--- config.mk ---
export PLATFORM = sky130hd
export DESIGN_NAME = ps2_mouse_rx
export DESIGN_NICKNAME = d
export VERILOG_FILES = /design/src/rtl/ps2_pkg.sv /design/src/rtl/ps2_byte_rx.sv /design/src/rtl/ps2_mouse_rx.sv
export SDC_FILE = /design/constraint.sdc
export NUM_CORES = 1
export LEC_CHECK = 0
export BUFFER_PORTS_ARGS = -buffer_cell sky130_fd_sc_hd__buf_2
export CAP_MARGIN = 20
export CORE_MARGIN = 10
export CORE_UTILIZATION = 30
export CTS_CLUSTER_SIZE = 25
export DETAILED_ROUTE_END_ITERATION = 16
export GPL_TIMING_DRIVEN = 0
export PLACE_DENSITY_LB_ADDON = 0.25
export SETUP_SLACK_MARGIN = 0.05
export SLEW_MARGIN = 5
export SYNTH_ARGS = -nofsm -noshare
export SYNTH_HDL_FRONTEND = slang
export SYNTH_SLANG_ARGS = --single-unit
--- constraint.sdc ---
create_clock -name clk -period 2.4 [get_ports clk]
set_input_delay 0.24 -clock clk [delete_from_list [all_inputs] [get_ports clk]]
set_output_delay 0.24 -clock clk [all_outputs]
set_load 0.01 [all_outputs]
--- src/rtl/ps2_pkg.sv ---
// -----------------------------------------------------------------------------
// ps2_pkg
// Shared types and constants for the PS/2 mouse receiver:
//   bit_state_t    - per-frame bit FSM states (IDLE/DATA/PARITY/STOP)
//   pkt_state_t    - 3-byte movement packet FSM states (BYTE0/BYTE1/BYTE2)
//   PS2_FRAME_BITS - bits per device-to-host frame (start, 8 data, parity, stop)
//   PS2_PKT_BYTES  - bytes per standard movement packet
//   MOUSE_*        - field positions inside the 25-bit ps2_mouse word
//   odd_parity_ok  - true when data plus parity bit carry odd parity
// -----------------------------------------------------------------------------
package ps2_pkg;

    typedef enum logic [1:0] {
        BIT_IDLE,
        BIT_DATA,
        BIT_PARITY,
        BIT_STOP
    } bit_state_t;

    typedef enum logic [1:0] {
        PKT_BYTE0,
        PKT_BYTE1,
        PKT_BYTE2
    } pkt_state_t;

    localparam int PS2_FRAME_BITS   = 11;
    localparam int PS2_DATA_BITS    = PS2_FRAME_BITS - 3;
    localparam int PS2_PKT_BYTES    = 3;

    localparam int MOUSE_STATUS_LSB = 0;
    localparam int MOUSE_X_LSB      = 8;
    localparam int MOUSE_Y_LSB      = 16;
    localparam int MOUSE_STROBE_BIT = 24;
    localparam int MOUSE_WIDTH      = 25;

    // Status byte bit that is always set in a genuine first packet byte.
    localparam int MOUSE_SYNC_BIT   = 3;

    function automatic logic odd_parity_ok(input logic [7:0] data, input logic parity);
        return ^{data, parity};
    endfunction

endpackage

--- src/rtl/ps2_byte_rx.sv ---
// -----------------------------------------------------------------------------
// ps2_byte_rx
// Receives one 11-bit device-to-host PS/2 frame at a time.
// Synchronises both pins, detects falling edges of the PS/2 clock (optionally
// through a stability filter when PS2_MOUSE_FILTER_EN is defined), runs the
// bit FSM and checks start, odd parity and stop bits.
// Ports:
//   clk, reset   system clock, asynchronous active-high reset
//   ps2_clk_in   raw PS/2 clock pin (asynchronous)
//   ps2_data_in  raw PS/2 data pin (asynchronous)
//   abort        return the bit FSM to IDLE this cycle (timeout)
//   clk_fall     one-clk pulse per accepted PS/2 clock falling edge
//   bit_idle     bit FSM is in IDLE
//   byte_valid   one-clk pulse, byte_data holds a correctly framed byte
//   byte_data    received byte, D0 in bit 0
//   byte_err     one-clk pulse on a bad start, parity or stop bit
// -----------------------------------------------------------------------------
module ps2_byte_rx
    import ps2_pkg::*;
#(
    parameter int FILTER_LEN = 8
) (
    input  logic       clk,
    input  logic       reset,
    input  logic       ps2_clk_in,
    input  logic       ps2_data_in,
    input  logic       abort,
    output logic       clk_fall,
    output logic       bit_idle,
    output logic       byte_valid,
    output logic [7:0] byte_data,
    output logic       byte_err
);

    if (FILTER_LEN < 1) begin : g_bad_filter_len
        $error("FILTER_LEN must be at least 1");
    end

    // Synchronisers idle high, matching the released open-collector lines.
    logic [1:0] clk_sync;
    logic [1:0] data_sync;
    logic       clk_s;
    logic       data_s;

    // NOTE: sequential state uses non-blocking assignments so every register
    // samples the pre-edge values of the others.
    always_ff @(posedge clk or posedge reset) begin
        if (reset) begin
            clk_sync  <= 2'b11;
            data_sync <= 2'b11;
        end else begin
            clk_sync  <= {clk_sync[0], ps2_clk_in};
            data_sync <= {data_sync[0], ps2_data_in};
        end
    end

    assign clk_s  = clk_sync[1];
    assign data_s = data_sync[1];

`ifdef PS2_MOUSE_FILTER_EN
    // A new level is accepted only after it has differed from the last
    // accepted level for FILTER_LEN consecutive clks; shorter glitches vanish.
    localparam int FILT_W = $clog2(FILTER_LEN + 1);
    localparam logic [FILT_W-1:0] FILT_LAST = FILT_W'(FILTER_LEN - 1);

    logic              clk_lvl;
    logic [FILT_W-1:0] filt_cnt;
    logic              filt_take;

    assign filt_take = (clk_s != clk_lvl) && (filt_cnt == FILT_LAST);
    assign clk_fall  = filt_take && !clk_s;

    always_ff @(posedge clk or posedge reset) begin
        if (reset) begin
            clk_lvl  <= 1'b1;
            filt_cnt <= '0;
        end else if (clk_s == clk_lvl) begin
            filt_cnt <= '0;
        end else if (filt_take) begin
            clk_lvl  <= clk_s;
            filt_cnt <= '0;
        end else begin
            filt_cnt <= filt_cnt + 1'b1;
        end
    end
`else
    logic clk_prev;

    assign clk_fall = clk_prev && !clk_s;

    always_ff @(posedge clk or posedge reset) begin
        if (reset) begin
            clk_prev <= 1'b1;
        end else begin
            clk_prev <= clk_s;
        end
    end
`endif

    bit_state_t state_q, state_d;
    logic [2:0] bit_cnt_q, bit_cnt_d;
    logic [7:0] shreg_q, shreg_d;
    logic       parity_q, parity_d;

    always_ff @(posedge clk or posedge reset) begin
        if (reset) begin
            state_q   <= BIT_IDLE;
            bit_cnt_q <= '0;
            shreg_q   <= '0;
            parity_q  <= 1'b0;
        end else begin
            state_q   <= state_d;
            bit_cnt_q <= bit_cnt_d;
            shreg_q   <= shreg_d;
            parity_q  <= parity_d;
        end
    end

    // NOTE: every output of this block gets a default first, so no path
    // leaves a value unassigned and no latch is inferred.
    always_comb begin
        state_d    = state_q;
        bit_cnt_d  = bit_cnt_q;
        shreg_d    = shreg_q;
        parity_d   = parity_q;
        byte_valid = 1'b0;
        byte_err   = 1'b0;

        if (abort) begin
            state_d = BIT_IDLE;
        end else if (clk_fall) begin
            case (state_q)
                BIT_IDLE: begin
                    if (!data_s) begin
                        state_d   = BIT_DATA;
                        bit_cnt_d = '0;
                    end else begin
                        byte_err  = 1'b1;
                    end
                end
                BIT_DATA: begin
                    // LSB arrives first, so shift in from the top.
                    shreg_d = {data_s, shreg_q[7:1]};
                    if (bit_cnt_q == 3'(PS2_DATA_BITS - 1)) begin
                        state_d = BIT_PARITY;
                    end else begin
                        bit_cnt_d = bit_cnt_q + 3'd1;
                    end
                end
                BIT_PARITY: begin
                    parity_d = data_s;
                    state_d  = BIT_STOP;
                end
                BIT_STOP: begin
                    state_d = BIT_IDLE;
                    if (data_s && odd_parity_ok(shreg_q, parity_q)) begin
                        byte_valid = 1'b1;
                    end else begin
                        byte_err   = 1'b1;
                    end
                end
                default: state_d = BIT_IDLE;
            endcase
        end
    end

    assign byte_data = shreg_q;
    assign bit_idle  = (state_q == BIT_IDLE);

endmodule

--- src/rtl/ps2_mouse_rx.sv ---
// -----------------------------------------------------------------------------
// ps2_mouse_rx
// Device-to-host PS/2 mouse receiver. Assembles 3-byte movement packets from
// ps2_byte_rx and publishes them as the 25-bit ps2_mouse word. Receive only.
// Optional clock-edge filter: define PS2_MOUSE_FILTER_EN.
// Ports:
//   clk, reset   system clock, asynchronous active-high reset
//   ps2_clk_in   raw PS/2 clock pin (asynchronous)
//   ps2_data_in  raw PS/2 data pin (asynchronous)
//   ps2_mouse    [7:0] status, [15:8] X, [23:16] Y, [24] one-clk new-packet strobe
//   frame_err    one-clk pulse on start/parity/stop error or timeout abort
// -----------------------------------------------------------------------------
module ps2_mouse_rx
    import ps2_pkg::*;
#(
    parameter int FILTER_LEN     = 8,
    parameter int TIMEOUT_CYCLES = 42954
) (
    input  logic                   clk,
    input  logic                   reset,
    input  logic                   ps2_clk_in,
    input  logic                   ps2_data_in,
    output logic [MOUSE_WIDTH-1:0] ps2_mouse,
    output logic                   frame_err
);

    if (PS2_PKT_BYTES != 3) begin : g_bad_pkt_len
        $error("packet FSM is written for 3-byte packets");
    end

    logic       clk_fall;
    logic       bit_idle;
    logic       byte_valid;
    logic [7:0] byte_data;
    logic       byte_err;
    logic       timeout_hit;

    ps2_byte_rx #(
        .FILTER_LEN (FILTER_LEN)
    ) u_byte_rx (
        .clk         (clk),
        .reset       (reset),
        .ps2_clk_in  (ps2_clk_in),
        .ps2_data_in (ps2_data_in),
        .abort       (timeout_hit),
        .clk_fall    (clk_fall),
        .bit_idle    (bit_idle),
        .byte_valid  (byte_valid),
        .byte_data   (byte_data),
        .byte_err    (byte_err)
    );

    // Idle counter: cleared by each accepted edge, saturates at the limit.
    localparam int IDLE_W = $clog2(TIMEOUT_CYCLES + 1);
    localparam logic [IDLE_W-1:0] IDLE_MAX = IDLE_W'(TIMEOUT_CYCLES);

    logic [IDLE_W-1:0] idle_cnt_q;
    pkt_state_t        pkt_q, pkt_d;
    logic [7:0]        b0_q, b0_d;
    logic [7:0]        b1_q, b1_d;
    logic              publish;
    logic              pkt_err;

    // Suppressed on an edge cycle, so a timeout can never coincide with a
    // byte completing (and hence never with a publish).
    assign timeout_hit = (idle_cnt_q == IDLE_MAX) && !clk_fall &&
                         (!bit_idle || pkt_q != PKT_BYTE0);

    always_comb begin
        pkt_d   = pkt_q;
        b0_d    = b0_q;
        b1_d    = b1_q;
        publish = 1'b0;
        pkt_err = 1'b0;

        if (timeout_hit || byte_err) begin
            pkt_d   = PKT_BYTE0;
            pkt_err = 1'b1;
        end else if (byte_valid) begin
            case (pkt_q)
                PKT_BYTE0: begin
                    // A first byte without the sync bit is a misaligned
                    // stream; drop it quietly and keep hunting.
                    if (byte_data[MOUSE_SYNC_BIT]) begin
                        b0_d  = byte_data;
                        pkt_d = PKT_BYTE1;
                    end
                end
                PKT_BYTE1: begin
                    b1_d  = byte_data;
                    pkt_d = PKT_BYTE2;
                end
                PKT_BYTE2: begin
                    publish = 1'b1;
                    pkt_d   = PKT_BYTE0;
                end
                default: pkt_d = PKT_BYTE0;
            endcase
        end
    end

    // NOTE: the partial-packet byte registers are reset as well, so nothing
    // from before a reset can leak into a later packet.
    always_ff @(posedge clk or posedge reset) begin
        if (reset) begin
            pkt_q      <= PKT_BYTE0;
            b0_q       <= '0;
            b1_q       <= '0;
            idle_cnt_q <= '0;
            ps2_mouse  <= '0;
            frame_err  <= 1'b0;
        end else begin
            pkt_q     <= pkt_d;
            b0_q      <= b0_d;
            b1_q      <= b1_d;
            frame_err <= pkt_err;

            if (clk_fall) begin
                idle_cnt_q <= '0;
            end else if (idle_cnt_q != IDLE_MAX) begin
                idle_cnt_q <= idle_cnt_q + 1'b1;
            end

            ps2_mouse[MOUSE_STROBE_BIT] <= publish;
            if (publish) begin
                ps2_mouse[MOUSE_STATUS_LSB +: 8] <= b0_q;
                ps2_mouse[MOUSE_X_LSB      +: 8] <= b1_q;
                ps2_mouse[MOUSE_Y_LSB      +: 8] <= byte_data;
            end
        end
    end

endmodule
==> parameters.txt <==
Parameter                              Value

Yosys
  Distinct cell type count of the synthesized netlist    37
  Post-Synth Adder-Cell Area    0.0327
  Ranking of synthesized cells by instance count    sky130_fd_sc_hd__dfrtp_1, sky130_fd_sc_hd__mux2_2, sky130_fd_sc_hd__nor2_1
  Synth Cell Area    approximately 3400 um2
  Fraction of registers with async set/reset    1.00
  Nets in the synthesized netlist    270
  Number of enable flip-flop cells after synthesis    0
  Multiplexer share of the synthesized area    0.179
  Portion of synthesized cell area occupied by the leading cell type    0.538
  Sequential-to-total area share from yosys stat    0.576
  Register bit total from synthesis    79
  Cells after Synth    roughly 260
  Number of synthesis warnings    0
  Synth Area in Compound Gates    0.0229
  Synth Area in Simple Gates    0.117
  Post-synthesis share of cell area spent on xor and xnor gates    0.0563
  Mapped Avg Cell Area    approximately 13 um2
  Main flop type after synthesis    sky130_fd_sc_hd__dfrtp_1
  Leading cell type by number of instances after synthesis    sky130_fd_sc_hd__dfrtp_1
  Dominant cell type by area after synthesis    sky130_fd_sc_hd__dfrtp_1
  Combinational family with the most area after synthesis    multiplexers
  Area contributors post-synth    sky130_fd_sc_hd__dfrtp_1, sky130_fd_sc_hd__mux2_2, sky130_fd_sc_hd__dfstp_2

Floorplan
  Initial standard-cell utilization of the core    0.304
  Number of placed I/O pins    30
  Die footprint    around 16000 um2
  DIE WIDTH    approximately 130 um
  Placeable core area    about 11000 um2
  Num rows    39
  Die Y    about 130 um

Power and ir drop
  Maximum vdd ir drop    between 500 and 600 uV
  Switching pwr    1.24 mW
  Internal power of the cells    between 2 and 3 mW
  Leak Pwr    roughly 2.1 nW
  Pwr/cell area    between 900 and 1000 nW/um2
  Part of the total power dissipated in combinational logic    0.272
  Seq pwr share    0.402
  Sum of internal, switching and leakage power    4.23 mW
  Switching power share of the total    0.294
  Part of the power in the clock network    0.326

Timing
  Measured slew at the worst slew-check pin    approximately 0.67 ns
  Final period util    0.947
  Slew Limit Headroom    0.553
  Highest clock rate    roughly 440 MHz
  Final number of max-transition violations    0
  Count of endpoints failing hold in the final timing report    0
  Final critical delay including setup and external delays    2.27 ns
  Final setup viols    0
  Worst Clk Skew    ~0.011 ns
  Unrepaired setup endpoints after global routing    true

Layout
  Fraction of layout instances using a drive strength above 1    0.401
  Fill count    around 1.1k
  Area growth, synth to finish    24.1%
  Number of nets in the layout    roughly 330
  Finished Core Util    0.378
  Number of antenna repair diodes    0
  Final design area excluding fillers    about 4300 um2
  Multi-input combinational cell area    approximately 1400 um2
  Reg area    1990 um2

Global routing
  Maximum number of pins on one net before global-route repair    59
  Total global routing overflow    0
  Via count of the first global-routing pass    roughly 2.2k
  First-pass GRT wire length    11400 um
  Initial antenna violation count    0
  Global-route usage over all layers    0.0862

Min path
  Class of the worst hold path    reg2reg

Clock tree
  Clk slew on worst S/H paths    around 0.060 ns
  Clock tree from TritonCTS    yes
  H-tree Lvls    3
  TritonCTS Sinks    between 70 and 80
  Clock root buffer    sky130_fd_sc_hd__clkbuf_16
  TritonCTS buffer count    9
  Worst-Skew Late Latency    ~0.34 ns
  Clock Tree Buf Depth    2

Critical path
  Worst path required time    2.62 ns
  CP Cell Sequence    xnor2_2 > xnor3_1 > mux2_4 > nor4_4 > buf_12 > mux2_2
  Capturing element type of the critical path    flop
  Worst-path cell with the longest stage delay    sky130_fd_sc_hd__xnor3_1
  Sum of buffers and inverters on the critical path    1
  Cell family contributing the most delay on the critical path    multiplexers
  Arr. time, crit path    approximately 2.5 ns
  Maximum fanout along the worst path    8
  Reg-to-reg setup timing slack    about 0.13 ns
  Critical path class    reg2reg
  Startpoint class of the critical path    flop
  Largest stage delay on the critical path    approximately 0.44 ns

Routing
  Vias per cell    ~4.5
  Post-DR wirelength/cell    ~14 um
  Vias after detailed routing    between 2k and 2.5k
  Post-Route WL    around 6500 um
  Count of unresolved DRC violations after routing    0
  Detailed-router iteration count before antenna repair    4
  Number of DRC markers in iteration 0    112
  Antenna-violating nets left    0

Outcome
  Outcome    finished, final reports clean

Placement
  Placer Congestion    0.740
  Dpl hpwl    roughly 4400 um
  Placed cell area    3800 um2
  Port Buf Inserts    29

Run
  Max Cap Violations    0
==> kinds of logic after synthesis <==
logic type               count (synthesis)
AO/OA/AOI/OAI                           13
XOR/XNOR                                19
adder cells (fa/ha/maj)                  9
buffers and inverters                   11
flip-flops                              79
multiplexers                            55
AND/OR/NAND/NOR                         71
==> repair_timing <==
| item | 4_1_cts | 5_1_grt |
|---|---|---|
| hold endpoints to repair | 23 | 0 |
| resized for setup | 5 | 4 |
| endpoints found under the setup margin | 40 | 39 |
| hold buffers | 3 | 0 |
| pin swaps | 5 | 4 |
| buffers inserted | 7 | 6 |
==> power groups by stage <==
| stage | combinational (mW) | clock (mW) | sequential (mW) |
|---|---|---|---|
| floorplan | 0.692 | 0 | 1.67 |
| global placement | 0.812 | 0 | 1.73 |
| detailed placement | 0.825 | 0 | 1.74 |
| CTS | 0.985 | 1.43 | 1.70 |
| global route | 1.27 | 1.48 | 1.73 |
| finish | 1.15 | 1.38 | 1.70 |
==> worst register-to-register path, stage by stage, from the launching register on <==
cell	delay (ns)
sky130_fd_sc_hd__dfrtp_2	0.43
sky130_fd_sc_hd__xnor2_2	0.15
sky130_fd_sc_hd__xnor3_1	0.44
sky130_fd_sc_hd__mux2_4	0.37
sky130_fd_sc_hd__nor4_4	0.27
sky130_fd_sc_hd__buf_12	0.17
sky130_fd_sc_hd__mux2_2	0.33
==> area by class of cell <==
class / count / share of cell area
Inverter: 7 / 0.00673
Buffer: 4 / 0.00702
Multi-Input combinational cell: 167 / 0.335
Timing Repair Buffer: 46 / 0.0732
Sequential cell: 79 / 0.465
Clock buffer: 9 / 0.0527
Clock inverter: 7 / 0.0184
Tap cell: 143 / 0.0418
==> metrics by stage <==
| stage | instances | hold WS [ns] | TNS (ns) | worst slack [ns] |
|---|---|---|---|---|
| finish | 462 | 0.356 | 0 | 0.128 |
| global route | 462 | 0.358 | 0 | 0.0393 |
| CTS | 456 | 0.357 | 0 | 0.0606 |
| detailed placement | 430 | 0.227 | -6.29 | -0.275 |
| global placement | 429 | 0.346 | -74.58 | -0.918 |
| floorplan | 257 | 0.244 | 0 | 0.0957 |
==> final timing paths <==
path	start	to	cells after the start
worst max-delay path	u_byte_rx.byte_data[1]	b1_q[7]	6
min in group asynchronous	reset	ps2_mouse[6]	3
max in group asynchronous	reset	u_byte_rx.clk_prev	4
worst min register to register	u_byte_rx.clk_sync[0]	u_byte_rx.clk_sync[1]	0
worst max register to register	u_byte_rx.byte_data[1]	b1_q[7]	6
worst min-delay path	u_byte_rx.clk_sync[0]	u_byte_rx.clk_sync[1]	0
==> state kept, by name, indices dropped and copies added (netlist names) <==
register             count
frame_err                1
u_byte_rx.clk_sync       2
b1_q                     8
u_byte_rx.bit_cnt_q      3
ps2_mouse               25
idle_cnt_q              16
u_byte_rx.clk_prev       1
u_byte_rx.parity_q       1
u_byte_rx.data_sync      2
pkt_q                    2
u_byte_rx.byte_data      8
u_byte_rx.state_q        2
b0_q                     8
==> metal layers <==
layer	part of all wire	up-vias	GRT usage
met2	0.46	30	0.132
met1	0.48	1034	0.108
met5	0	-	0
met4	0.012	0	0.0322
li1	-	1012	-
met3	0.048	9	0.0327
==> cell usage in the layout, fill, tap and decap left out, types with 2 or more instances in the layout <==
| cell type | instances |
|---|---|
| sky130_fd_sc_hd__dfrtp_2 | 3 |
| sky130_fd_sc_hd__clkbuf_1 | 2 |
| sky130_fd_sc_hd__nand2_1 | 13 |
| sky130_fd_sc_hd__inv_1 | 6 |
| sky130_fd_sc_hd__nor2b_1 | 4 |
| sky130_fd_sc_hd__nor2_1 | 19 |
| sky130_fd_sc_hd__a22oi_1 | 2 |
| sky130_fd_sc_hd__nand4_1 | 4 |
| sky130_fd_sc_hd__dlygate4sd3_1 | 3 |
| sky130_fd_sc_hd__nor3_4 | 2 |
| sky130_fd_sc_hd__nand3_1 | 5 |
| sky130_fd_sc_hd__and4_1 | 3 |
| sky130_fd_sc_hd__xnor2_1 | 3 |
| sky130_fd_sc_hd__nor3_1 | 5 |
| sky130_fd_sc_hd__buf_4 | 12 |
| sky130_fd_sc_hd__mux2_2 | 48 |
| sky130_fd_sc_hd__xnor2_2 | 2 |
| sky130_fd_sc_hd__nand4b_1 | 2 |
| sky130_fd_sc_hd__buf_2 | 29 |
| sky130_fd_sc_hd__buf_6 | 2 |
| sky130_fd_sc_hd__dfrtp_1 | 71 |
| sky130_fd_sc_hd__dfstp_2 | 5 |
| sky130_fd_sc_hd__ha_1 | 9 |
| sky130_fd_sc_hd__and2_1 | 2 |
| sky130_fd_sc_hd__xor2_1 | 12 |
| sky130_fd_sc_hd__and3_1 | 3 |
| sky130_fd_sc_hd__mux2i_1 | 6 |
| sky130_fd_sc_hd__clkbuf_16 | 9 |
| sky130_fd_sc_hd__clkinv_4 | 3 |
| sky130_fd_sc_hd__o21ai_0 | 6 |
| sky130_fd_sc_hd__a21oi_1 | 3 |
| sky130_fd_sc_hd__nand2b_1 | 2 |
| sky130_fd_sc_hd__inv_6 | 2 |
(Power assumes the default switching activity.)
